## src/rtl/bcd_timer_display.sv

```systemverilog
// Multi-digit BCD up/down timer with internal tick prescaler, parallel load,
// wrap flag and a time-multiplexed active-low 7-segment scanner.
module bcd_timer_display #(
    parameter int DIGITS   = 4,
    parameter int TICK_DIV = 50_000_000,
    parameter int SCAN_DIV = 100_000
) (
    input  logic                  clk,
    input  logic                  clr,
    input  logic                  load,
    input  logic [4*DIGITS-1:0]   load_val,
    input  logic                  en,
    input  logic                  up,
    output logic [4*DIGITS-1:0]   q,
    output logic                  tick,
    output logic                  wrap,
    output logic [6:0]            a_to_g,
    output logic [DIGITS-1:0]     an
);

    localparam int PW = (TICK_DIV > 1) ? $clog2(TICK_DIV) : 1;
    localparam int SW = (SCAN_DIV > 1) ? $clog2(SCAN_DIV) : 1;
    localparam int IW = (DIGITS > 1) ? $clog2(DIGITS) : 1;
    localparam logic [PW-1:0] TICK_LAST = PW'(TICK_DIV - 1);
    localparam logic [SW-1:0] SCAN_LAST = SW'(SCAN_DIV - 1);
    localparam logic [IW-1:0] IDX_LAST  = IW'(DIGITS - 1);

    logic [4*DIGITS-1:0] r_q;
    logic [PW-1:0]       r_p;
    logic                r_tick;
    logic                r_wrap;
    logic [SW-1:0]       r_scan_t;
    logic [IW-1:0]       r_idx;
    logic [DIGITS-1:0]   r_an;
    logic [6:0]          r_seg;

    logic [4*DIGITS:0]   w_step;
    logic                w_scan_term;
    logic [IW-1:0]       w_next_idx;
    logic [3:0]          w_digit;

    // Returns {wrapped, next value}; carry/borrow ripples through all digits.
    function automatic logic [4*DIGITS:0] bcd_step(input logic [4*DIGITS-1:0] v,
                                                   input logic dir_up);
        logic [4*DIGITS-1:0] res;
        logic                c;
        logic [3:0]          d;
        res = v;
        c   = 1'b1;
        for (int i = 0; i < DIGITS; i++) begin
            d = v[4*i +: 4];
            if (c) begin
                if (dir_up) begin
                    if (d >= 4'd9) d = 4'd0;
                    else begin
                        d = d + 4'd1;
                        c = 1'b0;
                    end
                end else begin
                    if (d == 4'd0) d = 4'd9;
                    else begin
                        d = d - 4'd1;
                        c = 1'b0;
                    end
                end
            end
            res[4*i +: 4] = d;
        end
        return {c, res};
    endfunction

    function automatic logic [4*DIGITS-1:0] bcd_clamp(input logic [4*DIGITS-1:0] v);
        logic [4*DIGITS-1:0] res;
        res = v;
        for (int i = 0; i < DIGITS; i++) begin
            if (v[4*i +: 4] > 4'd9) res[4*i +: 4] = 4'd9;
        end
        return res;
    endfunction

    function automatic logic [6:0] glyph(input logic [3:0] d);
        logic [6:0] g;
        case (d)
            4'd0:    g = 7'b0000001;
            4'd1:    g = 7'b1001111;
            4'd2:    g = 7'b0010010;
            4'd3:    g = 7'b0000110;
            4'd4:    g = 7'b1001100;
            4'd5:    g = 7'b0100100;
            4'd6:    g = 7'b0100000;
            4'd7:    g = 7'b0001111;
            4'd8:    g = 7'b0000000;
            4'd9:    g = 7'b0000100;
            default: g = 7'b1111111;
        endcase
        return g;
    endfunction

    assign w_step      = bcd_step(r_q, up);
    assign w_scan_term = (r_scan_t == SCAN_LAST);
    assign w_next_idx  = !w_scan_term ? r_idx :
                         (r_idx == IDX_LAST) ? '0 : r_idx + IW'(1);

    always_comb begin
        w_digit = 4'd0;
        for (int i = 0; i < DIGITS; i++) begin
            if (w_next_idx == IW'(i)) w_digit = r_q[4*i +: 4];
        end
    end

    // Counter: clr > load > prescaled step
    always_ff @(posedge clk) begin
        if (clr) begin
            r_q    <= '0;
            r_p    <= '0;
            r_tick <= 1'b0;
            r_wrap <= 1'b0;
        end else if (load) begin
            r_q    <= bcd_clamp(load_val);
            r_p    <= '0;
            r_tick <= 1'b0;
            r_wrap <= 1'b0;
        end else if (en) begin
            if (r_p == TICK_LAST) begin
                r_p    <= '0;
                r_q    <= w_step[4*DIGITS-1:0];
                r_tick <= 1'b1;
                r_wrap <= w_step[4*DIGITS];
            end else begin
                r_p    <= r_p + PW'(1);
                r_tick <= 1'b0;
                r_wrap <= 1'b0;
            end
        end else begin
            r_tick <= 1'b0;
            r_wrap <= 1'b0;
        end
    end

    // Scanner: glyph follows the lit digit every cycle, using pre-update q
    always_ff @(posedge clk) begin
        if (clr) begin
            r_scan_t <= '0;
            r_idx    <= '0;
            r_an     <= ~DIGITS'(1);
            r_seg    <= 7'b0000001;
        end else begin
            r_scan_t <= w_scan_term ? '0 : r_scan_t + SW'(1);
            r_idx    <= w_next_idx;
            r_an     <= ~(DIGITS'(1) << w_next_idx);
            r_seg    <= glyph(w_digit);
        end
    end

    assign q      = r_q;
    assign tick   = r_tick;
    assign wrap   = r_wrap;
    assign an     = r_an;
    assign a_to_g = r_seg;

endmodule

```

## config.mk

```make
export PLATFORM = sky130hd
export DESIGN_NAME = bcd_timer_display
export DESIGN_NICKNAME = d
export VERILOG_FILES = /design/src/rtl/bcd_timer_display.sv
export SDC_FILE = /design/constraint.sdc
export NUM_CORES = 1
export LEC_CHECK = 0
export CAP_MARGIN = 25
export CORE_MARGIN = 5
export CORE_UTILIZATION = 47
export DETAILED_ROUTE_END_ITERATION = 8
export GPL_TIMING_DRIVEN = 0
export PLACE_DENSITY = 0.69
export SETUP_SLACK_MARGIN = 0.5
export SYNTH_ARGS = -nofsm -noshare
export SYNTH_HDL_FRONTEND = slang
export SYNTH_SLANG_ARGS = --single-unit
```

## constraint.sdc

```tcl
create_clock -name clk -period 6 [get_ports clk]
set_clock_uncertainty 0.2 [all_clocks]
set_input_delay 1.2 -clock clk [delete_from_list [all_inputs] [get_ports clk]]
set_output_delay 1.2 -clock clk [all_outputs]
set_load 0.01 [all_outputs]
```

==> impl_metrics.csv, run 1 <==
group,metric,value,unit
cts,ctsHoldBuffers,0,
cells_and_area,syn2layout_area_growth,19.4,%
die,die-area,11100,um^2
die,start_util,48.5,%
power,power_per_cell_area,223,nW/um^2
yosys,syn_nets,571,
yosys,synth_top_area_share,34.7,%
job,maxCapViolCount,0,
detailed_routing,dr.pass1.iters,5,
critical_path,worst_path_most_repeated_cell,"or4_1",
global_routing,grt_pass1_wl,17900,um
sta,hold_viol,0,
cts,cts_sinks,74,
yosys,syn_inst,530,
die,num_rows,34,
sta,whs,0.288,ns
yosys,ys_seq_elements,74,
critical_path,crit_arrival,3.89,ns
yosys,synthMostInstantiatedCell,"nor2_1",
yosys,yosysTopAreaCell,"dfxtp_1",
power,p_sw_share,27.9,%
cts,cts_resized,0,
critical_path,r2r_end,"a_to_g[4]$_SDFF_PP0_",
yosys,ys_async_sr_fraction,0,%
power,power_frac_comb,15.1,%
sta,finalSetupTns,0,ns
power,p_int,0.000819,W
place,gp_congestion,0.876,
cells_and_area,fill_cells,820,
critical_path,reg2reg_from,"r_scan_t[0]$_SDFF_PP0_",
detailed_routing,vias_per_cell,5.68,
yosys,yosysWarnings,0,
cts,cts_inserted_buffers,9,
cts,cts_root_buf,"clkbuf_8",
die,core_area,8810,um^2
power,power.leakage,1.93,nW
yosys,synthTopCellsByArea,"dfxtp_1 (35%), nor2_1 (7.6%), ha_1 (5.9%)",
sta,period_share,64.3,%
power,clock_power_share,39.2,%
die,die_h,105,um
power,p_seq_share,45.6,%
sta,drv_slew,0,
detailed_routing,drt-total-wl,10900,um
sta,maxSlewHeadroom,55.9,%
yosys,avgSynthCellArea,8.06,um^2
detailed_routing,vias,3979,
global_routing,grt_pass1_vias,3808,
die,io-pin-count,50,
place,place_hpwl,7960,um
yosys,synth_seq_area_share,34.7,%
global_routing,antenna_found_initial,0,
cts,path_clk_slew,0.09,ns
sta,period_needed,3.86,ns
yosys,yosys-top-cells-count,"nor2_1 (87), dfxtp_1 (74), nand2_1 (35)",
critical_path,worstSetupEndpointType,"register",
cts,cts_tree,"built",
cts,clockBufferDepth,2,
critical_path,slowest_stage,"clkdlybuf4s50_1",
cells_and_area,drive_above_1_share,6.41,%
critical_path,crit_end,"q[8]$_SDFFE_PP0P_",
cells_and_area,n_antenna_cell,0,
yosys,syn-cell-area,4270,um^2
yosys,synth_edf_count,0,
critical_path,cp-start-kind,"primary input",
critical_path,reg2reg_depth,11,
detailed_routing,antenna_left,0,
die,chipWidth,105,um
power,switchingPower,0.000317,W
power,total_power,0.00114,W
cts,clock_latency,0.36,ns
place,portBuffers,47,
critical_path,path_class,"primary input to register",
critical_path,crit_required,6.03,ns
critical_path,cp_max_fo,8,
global_routing,grt_max_degree,15,
cells_and_area,final_cells,701,
global_routing,overflow,0,
critical_path,r2r_slack,2.46,ns
cells_and_area,utilization,57.9,%
power,peakVddDrop,0.181,mV
critical_path,cp_cell_sequence,"clkdlybuf4s50_1 > nand3_2 > or4_1 > or4_1 > buf_2 > nor3_2 > or2_1 > buf_6 > mux2i_1 > nor2_1",
cells_and_area,final_nets,629,
cts,htreeDepth,3,
detailed_routing,drc_errors,0,
detailed_routing,routedWlPerCell,15.6,um
status,status,"finished, final reports clean",
sta,finalSetupViolCount,0,
place,place_inst,685,
sta,rsz0062_at_grt,"no",
hold_path,hold_path.class,"register to register",
sta,fmax,259,MHz
critical_path,slowest_delay,0.61,ns
global_routing,track_usage,19.6,%
sta,worst_pin_slew,0.649,ns
yosys,synthFlopType,"dfxtp_1",
yosys,ys_types,62,
critical_path,startpoint,"en",
detailed_routing,drtIter0Drc,177,
cts,cts_setup_buffers,0,
## state kept, by name, indices dropped and copies added (netlist names)
name and flops:
wrap 1, r_idx 2, tick 1, a_to_g 7, an 4, q 16
r_scan_t 17, r_p 26
## how the worst min path moves through the flow
stage / startpoint / endpoint / slack [ns] / cells after the start
4_1_cts: r_scan_t[0]$_SDFF_PP0_ / r_scan_t[0]$_SDFF_PP0_ / 0.29 / 1
5_1_grt: r_scan_t[16]$_SDFF_PP0_ / r_scan_t[16]$_SDFF_PP0_ / 0.31 / 2
2_1_floorplan: r_scan_t[0]$_SDFF_PP0_ / r_scan_t[0]$_SDFF_PP0_ / 0.23 / 1
3_5_place_dp: r_scan_t[0]$_SDFF_PP0_ / r_scan_t[0]$_SDFF_PP0_ / 0.27 / 1
3_3_place_gp: r_scan_t[0]$_SDFF_PP0_ / r_scan_t[0]$_SDFF_PP0_ / 0.25 / 1
6_report: r_scan_t[0]$_SDFF_PP0_ / r_scan_t[0]$_SDFF_PP0_ / 0.29 / 1
## power groups by stage
stage | Sequential [W] | Combinational [W] | Clock [W]
floorplan | 0.000530 | 0.000103 | 0
global placement | 0.000529 | 0.000165 | 0
detailed placement | 0.000530 | 0.000169 | 0
CTS | 0.000518 | 0.000170 | 0.000457
global route | 0.000520 | 0.000188 | 0.000481
finish | 0.000518 | 0.000172 | 0.000446
## layout by cell type, fill, tap and decap left out, drive strengths merged, types with 7 or more instances in the layout
master / instances
nand2b: 7
nand4: 11
nand3: 17
mux2i: 25
buf: 9
nor3: 8
o21ai: 27
nand2: 35
a31oi: 14
clkbuf: 26
xnor2: 9
dfxtp: 74
clkdlybuf4s50: 47
xor2: 27
ha: 20
or3: 12
a21oi: 29
nor2: 87
a211oi: 8
and3: 7
inv: 30
## per-layer routing
metal	vias to the layer above	track usage (%)	part of all wire, %
li1	1976	-	-
met2	128	31.1	47
met4	0	6.00	1.3
met1	1861	26.0	46
met3	14	5.32	6.1
met5	-	0	0
## area by class of cell
class | instances | area [um^2] | area share, %
Clock buffer | 9 | 124 | 2.43
Clock inverter | 7 | 98.8 | 1.94
Tap cell | 108 | 135 | 2.65
Timing Repair Buffer | 47 | 470 | 9.23
Buffer | 26 | 116 | 2.28
Inverter | 27 | 101 | 1.99
Multi-Input combinational cell | 403 | 2570 | 50.4
Sequential cell | 74 | 1480 | 29.1
## cells by family (layout without fill, tap and decap cells)
kind of cell             Yosys count  after routing  synth area share, %
multiplexers                      27             27                 6.48
AO/OA/AOI/OAI                    101            101                 14.7
adder cells (fa/ha/maj)           20             20                 5.86
XOR/XNOR                          36             36                 7.38
buffers and inverters             53            116                 5.10
flip-flops                        74             74                 34.7
AND/OR/NAND/NOR                  219            219                 25.8
## metrics by stage
stage | area, um^2 | setup slack (ns)
CTS | 5100 | 2.14
finish | 5100 | 2.14
global route | 5100 | 2.01
floorplan | 4270 | 2.63
global placement | 4880 | 1.80
detailed placement | 4880 | 1.79
## worst max-delay path, delay by kind of cell
| family | cells | cell delay [ns] |
|---|---|---|
| mux | 1 | 0.18 |
| buf+inv | 3 | 0.93 |
| simple gates | 6 | 1.57 |
Power figures use the tool's default switching activity.
==> run 2, diff against run 1 <==
clock period = 3.6 ns   (was 6 ns; I/O delays follow)
==> impl_metrics.csv, run 2 (same netlist as run 1, synthesis figures left out) <==
group,metric,value,unit
critical_path,slowest_stage,"dfxtp_1",
detailed_routing,dr.pass1.iters,4,
sta,worst_pin_slew,0.676,ns
cells_and_area,final_nets,635,
detailed_routing,vias,4008,
sta,finalSetupViolCount,0,
detailed_routing,routedWlPerCell,15.7,um
die,num_rows,34,
place,dp_slack,-0.126,ns
cells_and_area,n_antenna_cell,0,
place,portBuffers,47,
cts,ctsHoldBuffers,0,
detailed_routing,drt-total-wl,11100,um
die,io-pin-count,50,
cts,cts_tree,"built",
detailed_routing,antenna_left,0,
cts,cts_root_buf,"clkbuf_8",
cts,clockBufferDepth,2,
critical_path,crit_required,3.62,ns
cells_and_area,final_common_cell,"nor2_1",
critical_path,crit_arrival,3.03,ns
power,power_per_cell_area,364,nW/um^2
critical_path,worstSetupEndpointType,"register",
detailed_routing,vias_per_cell,5.67,
cells_and_area,largest_register_ffs,26,
status,status,"finished, final reports clean",
global_routing,overflow,0,
cts,cts_sinks,74,
die,start_util,48.5,%
place,place_hpwl,7960,um
cells_and_area,syn2layout_area_growth,22.3,%
job,maxCapViolCount,0,
power,power.leakage,1.96,nW
global_routing,grt_max_degree,15,
sta,hold_viol,0,
cells_and_area,mostFrequentLayoutCells,"nor2_1 (87), dfxtp_1 (72), clkdlybuf4s50_1 (46)",
sta,rsz0062_at_grt,"yes",
sta,period_needed,3.01,ns
die,chipWidth,105,um
cts,htreeDepth,3,
global_routing,track_usage,19.9,%
die,die-area,11100,um^2
critical_path,worst_path_most_repeated_cell,"mux2i_1",
cells_and_area,drive_above_1_share,9.52,%
critical_path,cp-start-kind,"register",
global_routing,grt_pass1_wl,18200,um
detailed_routing,drc_errors,0,
critical_path,cp_max_fo,10,
cts,clock_latency,0.36,ns
critical_path,cp_cell_sequence,"ha_2 > and4_1 > and4_4 > mux2i_4 > buf_6 > buf_4 > mux2i_1 > mux2i_1 > buf_2 > o21ai_0 > a21oi_1",
die,die_h,105,um
detailed_routing,drtIter0Drc,223,
die,core_area,8810,um^2
sta,drv_slew,0,
critical_path,slowest_delay,0.36,ns
sta,maxSlewHeadroom,54.9,%
sta,post-route-worst-setup-slack,0.588,ns
place,gp_congestion,0.876,
global_routing,grt_pass1_vias,3830,
sta,fmax,332,MHz
cts,path_clk_slew,0.09,ns
power,total_power,0.00190,W
hold_path,hold_path.class,"register to register",
cts,cts_inserted_buffers,9,
sta,period_share,83.7,%
power,peakVddDrop,0.302,mV
cells_and_area,top_register,"r_p",
critical_path,path_class,"register to register",
global_routing,antenna_found_initial,0,
-- run 2: cell types whose count changed in the layout (fill, tap and decap cells not counted), moves of 2 or more --
cell,change
buf_4,+5
ha_2,+3
dfxtp_2,+2
mux2i_1,-3
mux2i_4,+2
ha_1,-3
dfxtp_1,-2
-- run 2: worst max-delay path, delay by kind of cell (launching register included) --
kind	cells	cell delay, ns
buffers and inverters	3	0.53
flip-flops	1	0.36
AND/OR/NAND/NOR	2	0.54
AO/OA/AOI/OAI	2	0.41
adder cells (fa/ha/maj)	1	0.21
multiplexers	3	0.63
-- run 2: worst paths after layout --
check / slack (ns) / end / from / depth (start not counted)
worst max-delay path: 0.59 / a_to_g[5]$_SDFF_PP0_ / r_scan_t[1]$_SDFF_PP0_ / 11
worst min-delay path: 0.24 / r_scan_t[0]$_SDFF_PP0_ / r_scan_t[0]$_SDFF_PP0_ / 1
worst max register to register: 0.59 / a_to_g[5]$_SDFF_PP0_ / r_scan_t[1]$_SDFF_PP0_ / 11
worst min register to register: 0.24 / r_scan_t[0]$_SDFF_PP0_ / r_scan_t[0]$_SDFF_PP0_ / 1
-- run 2: layout make-up --
cell class | count | area [um^2]
Clock buffer | 9 | 124
Multi-Input combinational cell | 403 | 2630
Timing Repair Buffer | 53 | 523
Fill cell | 805 | 3580
Sequential cell | 74 | 1480
Tap cell | 108 | 135
Inverter | 27 | 101
Buffer | 26 | 123
Clock inverter | 7 | 98.8
-- run 2: repair_timing --
action / CTS / global route
pin swaps: 0 / 1
endpoints found under the setup margin: 39 / 13
setup buffers: 2 / 4
resized for setup: 12 / 9
-- run 2: stage by stage --
step / std cells / utilization (%) / hold slack (ns) / area [um^2] / TNS, ns
2_1_floorplan: 530 / - / 0.230 / 4270 / 0
3_3_place_gp: 685 / 55.4 / 0.247 / 4880 / -1.47
3_5_place_dp: 685 / 55.4 / 0.271 / 4880 / -2.31
6_report: 707 / 59.3 / 0.244 / 5220 / 0
5_1_grt: 707 / 59.3 / 0.268 / 5220 / 0
4_1_cts: 703 / 58.6 / 0.291 / 5160 / 0
-- run 2: where the power goes --
group          switching (W)  internal, W
registers          0.0000251     0.000839
logic               0.000161     0.000130
clock network       0.000348     0.000398
-- run 2: per-layer routing --
layer	track usage (%)	part of all wire, %
met4	5.62	1.2
met2	32.2	47
met3	5.32	5.9
met5	0	0
met1	26.3	46
==> run 3, diff against run 2 <==
PLACE_DENSITY = 0.72   (was 0.69)
clock period = 2.7 ns   (was 3.6 ns; I/O delays follow)
==> impl_metrics.csv, run 3 (same netlist as run 1, synthesis figures left out) <==
group,metric,value,unit
job,maxCapViolCount,0,
cells_and_area,final_common_cell,"nor2_1",
critical_path,worstSetupEndpointType,"register",
cts,htreeDepth,3,
sta,post-route-worst-setup-slack,-0.0827,ns
die,num_rows,34,
cts,clockBufferDepth,2,
global_routing,grt_pass1_vias,3971,
die,core_area,8810,um^2
sta,maxSlewHeadroom,53.2,%
cts,cts_root_buf,"clkbuf_8",
sta,rsz0062_at_grt,"yes",
global_routing,use_met2,35.5,%
global_routing,use_met1,26.7,%
cts,cts_tree,"built",
status,failed_checks,"negative setup slack",
global_routing,grt_max_degree,14,
power,power_per_cell_area,448,nW/um^2
global_routing,use_met3,5.26,%
critical_path,crit_required,2.73,ns
critical_path,cp_max_fo,7,
cells_and_area,utilization,69.1,%
die,start_util,48.5,%
cts,cts_inserted_buffers,9,
cells_and_area,largest_register_ffs,26,
critical_path,cp-start-kind,"register",
sta,whs,0.321,ns
status,status,"complete, but fails checks",
detailed_routing,drtIter0Drc,183,
detailed_routing,routedWlPerCell,16.5,um
global_routing,overflow,0,
cells_and_area,seq_area,1530,um^2
sta,finalSetupViolCount,9,
critical_path,path_class,"register to register",
global_routing,antenna_found_initial,0,
cells_and_area,mostFrequentLayoutCells,"nor2_1 (73), dfxtp_1 (51), clkdlybuf4s50_1 (44)",
place,dp_slack,-0.773,ns
place,portBuffers,47,
detailed_routing,drt-total-wl,12300,um
cells_and_area,final_cells,743,
cells_and_area,final_nets,672,
cells_and_area,fill_cells,699,
die,die-area,11100,um^2
sta,finalSetupTns,-0.321,ns
cells_and_area,multi_input_area,3060,um^2
hold_path,hold_path.class,"register to register",
sta,drv_slew,0,
critical_path,reg2reg_depth,11,
critical_path,reg2reg_from,"r_scan_t[1]$_SDFF_PP0_",
critical_path,r2r_end,"a_to_g[0]$_SDFF_PP1_",
global_routing,grt_busiest_layer,"met2",
sta,fmax,359,MHz
power,power.leakage,2.29,nW
critical_path,r2r_slack,-0.08,ns
critical_path,startpoint,"r_scan_t[1]$_SDFF_PP0_",
cells_and_area,drive_above_1_share,27.9,%
cts,path_clk_slew,0.08,ns
global_routing,grt_pass1_wl,19200,um
place,place_hpwl,7940,um
critical_path,crit_arrival,2.81,ns
place,place_inst,685,
die,chipWidth,105,um
place,gp_congestion,0.884,
detailed_routing,vias,4214,
die,io-pin-count,50,
cells_and_area,syn2layout_area_growth,42.6,%
detailed_routing,antenna_left,0,
sta,period_share,103,%
cells_and_area,top_register,"r_p",
sta,hold_viol,0,
cells_and_area,n_antenna_cell,0,
detailed_routing,drc_errors,0,
power,peakVddDrop,0.309,mV
cts,ctsHoldBuffers,0,
global_routing,track_usage,21.3,%
sta,worst_pin_slew,0.702,ns
cts,cts_sinks,74,
sta,period_needed,2.78,ns
die,die_h,105,um
critical_path,crit_end,"a_to_g[0]$_SDFF_PP1_",
detailed_routing,vias_per_cell,5.67,
cts,clock_latency,0.36,ns
detailed_routing,dr.pass1.iters,5,
[run 3: cell count changes in the layout (fill, tap and decap cells not counted), sizes merged]
cell	previous run	this run
clkinv	2	1
bufinv	2	3
dlymetal6s2s	0	2
clkdlybuf4s50	46	44
clkdlybuf4s15	0	1
inv	30	29
clkbuf	27	26
buf	15	52
[run 3: layout make-up]
type / instances / share of cell area [%]
Sequential cell: 74 / 25.1
Tap cell: 108 / 2.22
Buffer: 26 / 2.86
Inverter: 27 / 1.75
Timing Repair Buffer: 90 / 14.0
Clock inverter: 6 / 1.87
Clock buffer: 9 / 2.03
Multi-Input combinational cell: 403 / 50.3
[run 3: through the flow]
step	instance area, um^2	power [W]
4_1_cts	5740	0.00271
3_5_place_dp	5120	0.00159
5_1_grt	6090	0.00284
3_3_place_gp	5120	0.00158
2_1_floorplan	4510	0.00144
6_report	6090	0.00273
[run 3: power breakdown]
part	switching (W)	internal, W
Clock	0.000449	0.000615
Combinational	0.000270	0.000241
Sequential	0.0000336	0.00112
[run 3: what timing repair did]
item	4_1_cts	5_1_grt
setup endpoints to repair	66	63
pin swaps	17	15
gates cloned	2	1
buffers inserted	24	16
gates resized for setup	60	57
[run 3: worst max-delay path, cell delays in order, from the launching register on]
cell and delay, ns:
dfxtp_2 0.36, ha_4 0.14, and4_4 0.20, and4_4 0.29, mux2i_4 0.26, buf_6 0.17
buf_4 0.12, mux2i_1 0.22, mux2i_2 0.14, buf_4 0.19, nor4_1 0.30, a31oi_1 0.07
[run 3: layer usage]
metal | up-vias | part of all wire [%]
met5 | - | 0
met4 | 0 | 1.4
met2 | 132 | 49
met1 | 2000 | 44
li1 | 2065 | -
met3 | 17 | 5.1
[run 3: worst min path at each step]
stage                                  from                       to  slack, ns  cells after the start
finish              r_scan_t[16]$_SDFF_PP0_  r_scan_t[16]$_SDFF_PP0_       0.32                      2
global route        r_scan_t[16]$_SDFF_PP0_  r_scan_t[16]$_SDFF_PP0_       0.34                      2
CTS                 r_scan_t[16]$_SDFF_PP0_  r_scan_t[16]$_SDFF_PP0_       0.31                      2
detailed placement   r_scan_t[0]$_SDFF_PP0_   r_scan_t[0]$_SDFF_PP0_       0.26                      1
global placement     r_scan_t[0]$_SDFF_PP0_   r_scan_t[0]$_SDFF_PP0_       0.24                      1
floorplan            r_scan_t[0]$_SDFF_PP0_   r_scan_t[0]$_SDFF_PP0_       0.23                      1
